$ cat src/rtl/serial_pattern_detector.sv
// Counts occurrences of a fixed bit pattern in a serial frame of FRAME_LEN bits.
// Results are registered and held in DONE until the next start.
module serial_pattern_detector #(
  parameter int unsigned PAT_LEN = 4,
  parameter logic [PAT_LEN-1:0] PATTERN = 4'b1011,
  parameter int unsigned FRAME_LEN = 10,
  parameter int unsigned CNT_W = 4,
  parameter int unsigned OVERLAP = 1
) (
  input  logic             clk,
  input  logic             rst,
  input  logic             start,
  input  logic             bit_in,
  input  logic             bit_valid,
  output logic             detect,
  output logic [CNT_W-1:0] match_count,
  output logic             busy,
  output logic             frame_done
);

  typedef enum logic [1:0] {
    IDLE = 2'd0,
    RUN  = 2'd1,
    DONE = 2'd2
  } state_t;

  localparam logic [3:0] PAT_M1 = 4'(PAT_LEN - 1);
  localparam logic [3:0] PAT_L  = 4'(PAT_LEN);
  localparam logic [3:0] LAST   = 4'(FRAME_LEN - 1);

  state_t             state_q;
  logic [PAT_LEN-1:0] win_q;
  logic [PAT_LEN-1:0] win_d;
  logic [3:0]         fill_q;
  logic [3:0]         bcnt_q;
  logic [CNT_W-1:0]   cnt_q;
  logic               det_q;
  logic               busy_q;
  logic               done_q;
  logic               hit;

  assign win_d = {win_q[PAT_LEN-2:0], bit_in};
  assign hit   = (win_d == PATTERN) && (fill_q >= PAT_M1);

  always_ff @(posedge clk) begin
    if (!rst) begin
      state_q <= IDLE;
      win_q   <= '0;
      fill_q  <= '0;
      bcnt_q  <= '0;
      cnt_q   <= '0;
      det_q   <= 1'b0;
      busy_q  <= 1'b0;
      done_q  <= 1'b0;
    end else begin
      det_q <= 1'b0;
      // start restarts from any state and drops a coincident bit
      if (start) begin
        state_q <= RUN;
        win_q   <= '0;
        fill_q  <= '0;
        bcnt_q  <= '0;
        cnt_q   <= '0;
        busy_q  <= 1'b1;
        done_q  <= 1'b0;
      end else if (state_q == RUN && bit_valid) begin
        win_q  <= win_d;
        bcnt_q <= bcnt_q + 4'd1;
        if (hit) begin
          det_q <= 1'b1;
          if (cnt_q != '1) cnt_q <= cnt_q + CNT_W'(1);
        end
        if (hit && OVERLAP == 0) begin
          fill_q <= '0;
        end else if (fill_q != PAT_L) begin
          fill_q <= fill_q + 4'd1;
        end
        if (bcnt_q == LAST) begin
          state_q <= DONE;
          busy_q  <= 1'b0;
          done_q  <= 1'b1;
        end
      end
    end
  end

  assign detect      = det_q;
  assign match_count = cnt_q;
  assign busy        = busy_q;
  assign frame_done  = done_q;

endmodule
$ cat config.mk
export PLATFORM = sky130hd
export DESIGN_NAME = serial_pattern_detector
export DESIGN_NICKNAME = d
export VERILOG_FILES = /design/src/rtl/serial_pattern_detector.sv
export SDC_FILE = /design/constraint.sdc
export NUM_CORES = 1
export LEC_CHECK = 0
export ABC_AREA = 0
export CORE_ASPECT_RATIO = 0.75
export CORE_UTILIZATION = 45
export CTS_BUF_LIST = sky130_fd_sc_hd__clkbuf_8 sky130_fd_sc_hd__clkbuf_16
export CTS_CLUSTER_DIAMETER = 100
export DETAILED_ROUTE_END_ITERATION = 7
export GPL_ROUTABILITY_DRIVEN = 1
export HOLD_SLACK_MARGIN = 0.1
export PLACE_DENSITY = 0.69
export SETUP_SLACK_MARGIN = 0.02
export SYNTH_ARGS = -nofsm -noshare
export SYNTH_HDL_FRONTEND = slang
export SYNTH_SLANG_ARGS = --single-unit
$ cat constraint.sdc
create_clock -name clk -period 1.8 [get_ports clk]
set_input_delay 0.18 -clock clk [delete_from_list [all_inputs] [get_ports clk]]
set_output_delay 0.18 -clock clk [all_outputs]
set_load 0.02 [all_outputs]
Word-level counts from Yosys, hierarchy flattened
Cells that the tools add are included.
Word-level totals
  register bits after elaboration: 19
  bits of input ports: 5
  memories kept: 0
  memory bits (writable): 0
  word-level logic and storage cells: 36
  bits in read-only memories: 0
  latch bits: 0
  output and inout bits: 7
Cells by class
  muxes and demuxes: 7
  $lt $le $gt $ge: 1
  add/sub/neg operators: 3
  shift operators: 0
  divide/modulo/power cells: 0
  bitwise logic cells: 2
  reductions and logical operators: 10
  eq/ne operators: 5
  multipliers: 0
Operators by type and width (count)
  adder 4 x 1 -> 4 bit (second input constant): 3
  == test 4 bit (second input constant): 2
  2-to-1 mux 1 bit: 7
  AND reduction 2 bit: 3
  greater-or-equal comparator 4 x 2 -> 1 bit (second input constant): 1
  inequality test 4 x 3 -> 1 bit (second input constant): 1
  inequality test 4 bit (second input constant): 1
  nonzero test 2 bit: 2
  AND reduction 3 bit: 1
  OR reduction 3 bit: 1
  == test 2 x 1 -> 1 bit (second input constant): 1
  logical AND 1 bit: 2
  inverter 1 bit: 2
  OR reduction 2 bit: 1

Logic depth before layout (Yosys ltp)
  depth after elaboration: 4
  gate-level depth with buffers: 6
  gate-level depth less buffers: 6

Least setup slack after synthesis
Ideal clock, no wire load.
  path type: flip-flop to flip-flop
  from: register cnt_q[0], in the netlist match_count[0]
  to: register cnt_q[3], in the netlist match_count[3]
  setup time: 0.123 ns
  data arrival time: 1.535 ns
  clock period less this slack: 1.659 ns
  required time: 1.677 ns
  slack: 0.141 ns
  cell stages (with the launch flop): 6
  path buffers: 0
  cells stage by stage: dfxtp_1 ha_1 and3_1 nor4_4 nand4_1 mux2_1
Between the ends
  cells in the longest elaborated chain, start to end: 2
  elaborated cells on any way between the ends: 3
  classes of those cells: 1 x add/sub; 1 x eq/ne; 1 x reduce/logical
RTL lines
  start: declaration: line 36  | logic [CNT_W-1:0] cnt_q;
  start signal: assignment: line 71  | if (cnt_q != '1) cnt_q <= cnt_q + CNT_W'(1);
  parallel branches: the longest is 2 deep, another holds adder 4 x 1 -> 4 bit
Several ways; the timed one is not identified.
A chain may end at the register's enable or synchronous reset.

Worst setup path in the final report
  from: register fill_q[1]
  to: register cnt_q[3], in the netlist match_count[3]
Between the ends
  cells in the longest elaborated chain, start to end: 3
RTL lines
  start: declaration: line 34  | logic [3:0] fill_q;
  start signal: assignment: line 76  | fill_q <= fill_q + 4'd1;
  greater-or-equal comparator 4 x 2 -> 1 bit: line 43  | assign hit = (win_d == PATTERN) && (fill_q >= PAT_M1);
  logical AND 1 bit: line 43
  AND reduction 3 bit (no line)
Every way passes these cells.

==> out/summary.md <==
The flow ran to the end, and the final reports show no timing, DRC or antenna violations. Prior to clock tree synthesis, the placed netlist has a worst setup slack of 83.1 ps. The placeable core region was 0.00159 mm². The clock root buffer is sky130_fd_sc_hd__clkbuf_8. The worst hold path was traced through 2 stages.

Derived from the worst setup path, the maximum achievable clock frequency is 616 MHz. The worst register-to-register path has a depth of 5. The post-route DRC violation count is 0.

In this run, synthesis produced a sequential element count of 18. The die is 51.2 µm wide. The path with the worst hold slack has its endpoint at win_q[2].

The share of cells above drive strength 1 was 0.0784. The synthesized design spends more area on one cell type than any other, namely sky130_fd_sc_hd__dfxtp_1. The clock-pin slew reported for the worst setup and hold paths after clock tree synthesis was 60 ps; the count of instances resized after the clock tree is built was 0. The tools report the number of hold-slack violations in the final timing report as 0. Detailed placement ended at an HPWL of 1100 µm. Buffers inserted to repair hold after CTS numbered 0. The worst hold-check path type was reg -> reg. The worst register-to-register path ends at match_count[3]. The run gives 88 as the count of mapped cells out of synthesis.

In the final design database the tool counted 114 nets. The tools report the startpoint of the most critical setup path as fill_q[1]. At the end of routability-driven placement, the weighted congestion stood at 0.715. The H-tree depth reported by CTS was 1; the signed area change from the synthesized netlist to the final layout was 22.9%.

At the pin with the least slew margin, the transition time is 572 ps. The largest single stage delay on the critical path is 450 ps. The slowest stage of the critical path is the sky130_fd_sc_hd__nor3_1 cell.

The part of the Yosys area used for sequential elements is 0.440. The storage element area was 360 µm²; the residual antenna-violating net count after detailed routing was 0. Number of distinct library cells after synthesis: 25. Ratio of routed vias to standard cells: 5.12.

For the worst-skew pair, the clock arrives at the later sink with an insertion delay of 250 ps. The number of buffers on the longest clock path was 2; the clock buffer count from CTS was 3. The total vias in the final route is 630. Setup violations remaining at the end of the flow were counted as 0. The run gives 0 as the number of warnings issued by yosys. For the multi-input combinational cell area, the log shows 423 µm². The mean routed wirelength per cell is 12.6 µm.

The required time of the critical path was 1940 ps. Max-cap violations in this run came to 0. The number of buffers added on ports came out at 11. The worst hold path begins at win_q[2].

The logs give 727 µW for the total power and 2660 µm for the first-pass GRT wire length. The largest net degree at the start of global routing is 15, and the final-layout fill cell count is 140. For this run, the detailed router's first-pass iteration total came to 4.

The run gives 0 as the residual overflow from global routing. The net count after synthesis came out at 98. The total number of cells along the worst setup path works out to 5. The worst setup path is of the reg -> reg kind.

At the worst endpoint, the arrival time is 1770 ps. The leakage dissipation was 0.377 nW; the share of the synthesized area in the top cell type was 0.440. The final max-slew violation count was 0; the final critical-path share of the clock period was 0.902. The run gives 0.514 as the effective utilization at floorplan. The worst-case clock skew is 5.04 ps, and the average cell area after synthesis is 9.30 µm². STA classifies the critical path endpoint as a flop. In this run, the number of DRC markers left after iteration 0 of detailed routing was 7. The final worst-path setup slack is 177 ps. Along the worst path, the maximum fanout reaches 4.

The overall die area was 0.00199 mm². TritonCTS built the clock tree. The critical path buffer and inverter count works out to 0. The tools report the worst slew slack as a fraction of its limit as 0.616. The die is 38.9 µm tall. Setup repair after global routing left no endpoint under its margin.

Counting I/O delays and the setup requirement, the final critical path takes 1620 ps. Adding up every negative setup slack in the final design gives 0 ps. For the number of antenna violations at the first check in global routing, the log shows 0.

The tools report the setup fix buffers added after clock tree synthesis as 0. During I/O placement, the number of pins put on the boundary was 12. For the total routing resource utilization after global routing, the log shows 0.194. The tools report the nature of the critical path startpoint as a flop. Sorting the synthesized cells by area gives the leading types as sky130_fd_sc_hd__dfxtp_1, sky130_fd_sc_hd__ha_1, sky130_fd_sc_hd__nor2_1, sky130_fd_sc_hd__xor2_1, sky130_fd_sc_hd__nand2_1. Placement row count: 12. The total detailed-routing wirelength was 1550 µm. The worst-case IR drop observed on VDD is 0.484 mV. The run gives 180 ps as the minimum setup slack among reg-to-reg paths. The start of the worst register-to-register path was fill_q[1]. For the via count of the first global-routing pass, the log shows 622. Clock tree synthesis found a total of 18 sinks.

The number of antenna diodes in the final layout is 0. The tools report the total standard cell area after synthesis as 818 µm². Walking the worst path, the cells encountered are ha_1 -> nor3_1 -> nor4_4 -> nand4_1 -> mux2_1. For this design the ratio of total power to cell area is 723 mW/mm². The category of cells accounting for the largest share of critical-path delay is simple AND/OR/NAND/NOR gates.
-- cell families after synthesis --
family,count (synthesis),share of synthesized area
AND/OR/NAND/NOR,36,0.254
flip-flops,18,0.440
AO/OA/AOI/OAI,10,0.0734
buffers and inverters,9,0.0428
XOR/XNOR,7,0.0749
adder cells (fa/ha/maj),5,0.0765
multiplexers,3,0.0382
-- cell type report --
cell class | instances | share of cell area
multi-input cells | 61 | 0.420
repair buffers | 14 | 0.132
well taps | 21 | 0.0261
clock buffers | 3 | 0.0410
flip-flops and latches | 18 | 0.358
inverters | 6 | 0.0224
-- tightest hold or removal path, delay by kind of cell, from the launching register on --
| family | cells | cell delay [ps] |
|---|---|---|
| AOI/OAI and AO/OA | 1 | 50 |
| DFF | 1 | 310 |
| and+or+nand+nor | 1 | 50 |
-- sequential cells by signal (all words and copies together), names as in the netlist --
| signal | cells |
|---|---|
| state_q | 1 |
| fill_q | 4 |
| frame_done | 1 |
| match_count | 4 |
| win_q | 3 |
| detect | 1 |
| bcnt_q | 4 |
-- metal layers --
metal	routed length, µm	GRT usage	vias up
met2	653	0.319	13
li1	-	-	325
met1	794	0.220	288
met5	0	0	-
met4	24	0.101	0
met3	75	0.0784	4
-- power breakdown --
part	internal [mW]	switching [mW]	leakage, nW
Sequential	0.403	0.00496	0.145
Clock	0.149	0.124	0.0216
Combinational	0.0224	0.0248	0.210
-- per-stage QoR --
step                       util  area (µm²)  cells  hold WS (ps)
after detailed placement  0.606         965    120           459
after CTS                 0.632        1010    123           468
after floorplan               -         818     88           308
after global placement    0.606         965    120           450
after global routing      0.632        1010    123           487
final                     0.632        1010    123           463
-- synth_stat cells --
cell type	instances
sky130_fd_sc_hd__a211oi_1	2
sky130_fd_sc_hd__a21oi_1	5
sky130_fd_sc_hd__and3_1	2
sky130_fd_sc_hd__and3b_1	1
sky130_fd_sc_hd__buf_2	1
sky130_fd_sc_hd__clkbuf_1	2
sky130_fd_sc_hd__dfxtp_1	18
sky130_fd_sc_hd__ha_1	5
sky130_fd_sc_hd__inv_1	6
sky130_fd_sc_hd__mux2_1	1
sky130_fd_sc_hd__mux2i_1	2
sky130_fd_sc_hd__nand2_1	8
sky130_fd_sc_hd__nand2b_1	1
sky130_fd_sc_hd__nand3b_4	1
sky130_fd_sc_hd__nand4_1	2
sky130_fd_sc_hd__nand4b_1	2
sky130_fd_sc_hd__nor2_1	13
sky130_fd_sc_hd__nor2b_1	2
sky130_fd_sc_hd__nor3_1	1
sky130_fd_sc_hd__nor4_1	2
sky130_fd_sc_hd__nor4_4	1
sky130_fd_sc_hd__o211ai_1	2
sky130_fd_sc_hd__o21ai_1	1
sky130_fd_sc_hd__xnor2_1	3
sky130_fd_sc_hd__xor2_1	4
-- cells in the final DEF, fill, tap and decap left out, types with 2 or more instances in the layout --
master | netlist | layout
sky130_fd_sc_hd__nor2b_1 | 2 | 2
sky130_fd_sc_hd__inv_1 | 6 | 6
sky130_fd_sc_hd__nor4_1 | 2 | 2
sky130_fd_sc_hd__ha_1 | 5 | 5
sky130_fd_sc_hd__nand4b_1 | 2 | 2
sky130_fd_sc_hd__dfxtp_1 | 18 | 18
sky130_fd_sc_hd__a211oi_1 | 2 | 2
sky130_fd_sc_hd__o211ai_1 | 2 | 2
sky130_fd_sc_hd__clkdlybuf4s50_1 | 0 | 11
sky130_fd_sc_hd__nand4_1 | 2 | 2
sky130_fd_sc_hd__xor2_1 | 4 | 4
sky130_fd_sc_hd__xnor2_1 | 3 | 3
sky130_fd_sc_hd__a21oi_1 | 5 | 5
sky130_fd_sc_hd__buf_4 | 0 | 3
sky130_fd_sc_hd__clkbuf_8 | 0 | 3
sky130_fd_sc_hd__and3_1 | 2 | 2
sky130_fd_sc_hd__nand2_1 | 8 | 8
sky130_fd_sc_hd__mux2i_1 | 2 | 2
sky130_fd_sc_hd__nor2_1 | 13 | 13
-- how the worst max path moves through the flow --
stage          slack, ps              to
2_1_floorplan        140  match_count[3]
3_3_place_gp         120  match_count[3]
3_5_place_dp          80  match_count[3]
4_1_cts              150  match_count[3]
5_1_grt               60  match_count[3]
6_report             180  match_count[3]
Note: power is estimated with default switching activity, not from simulation.
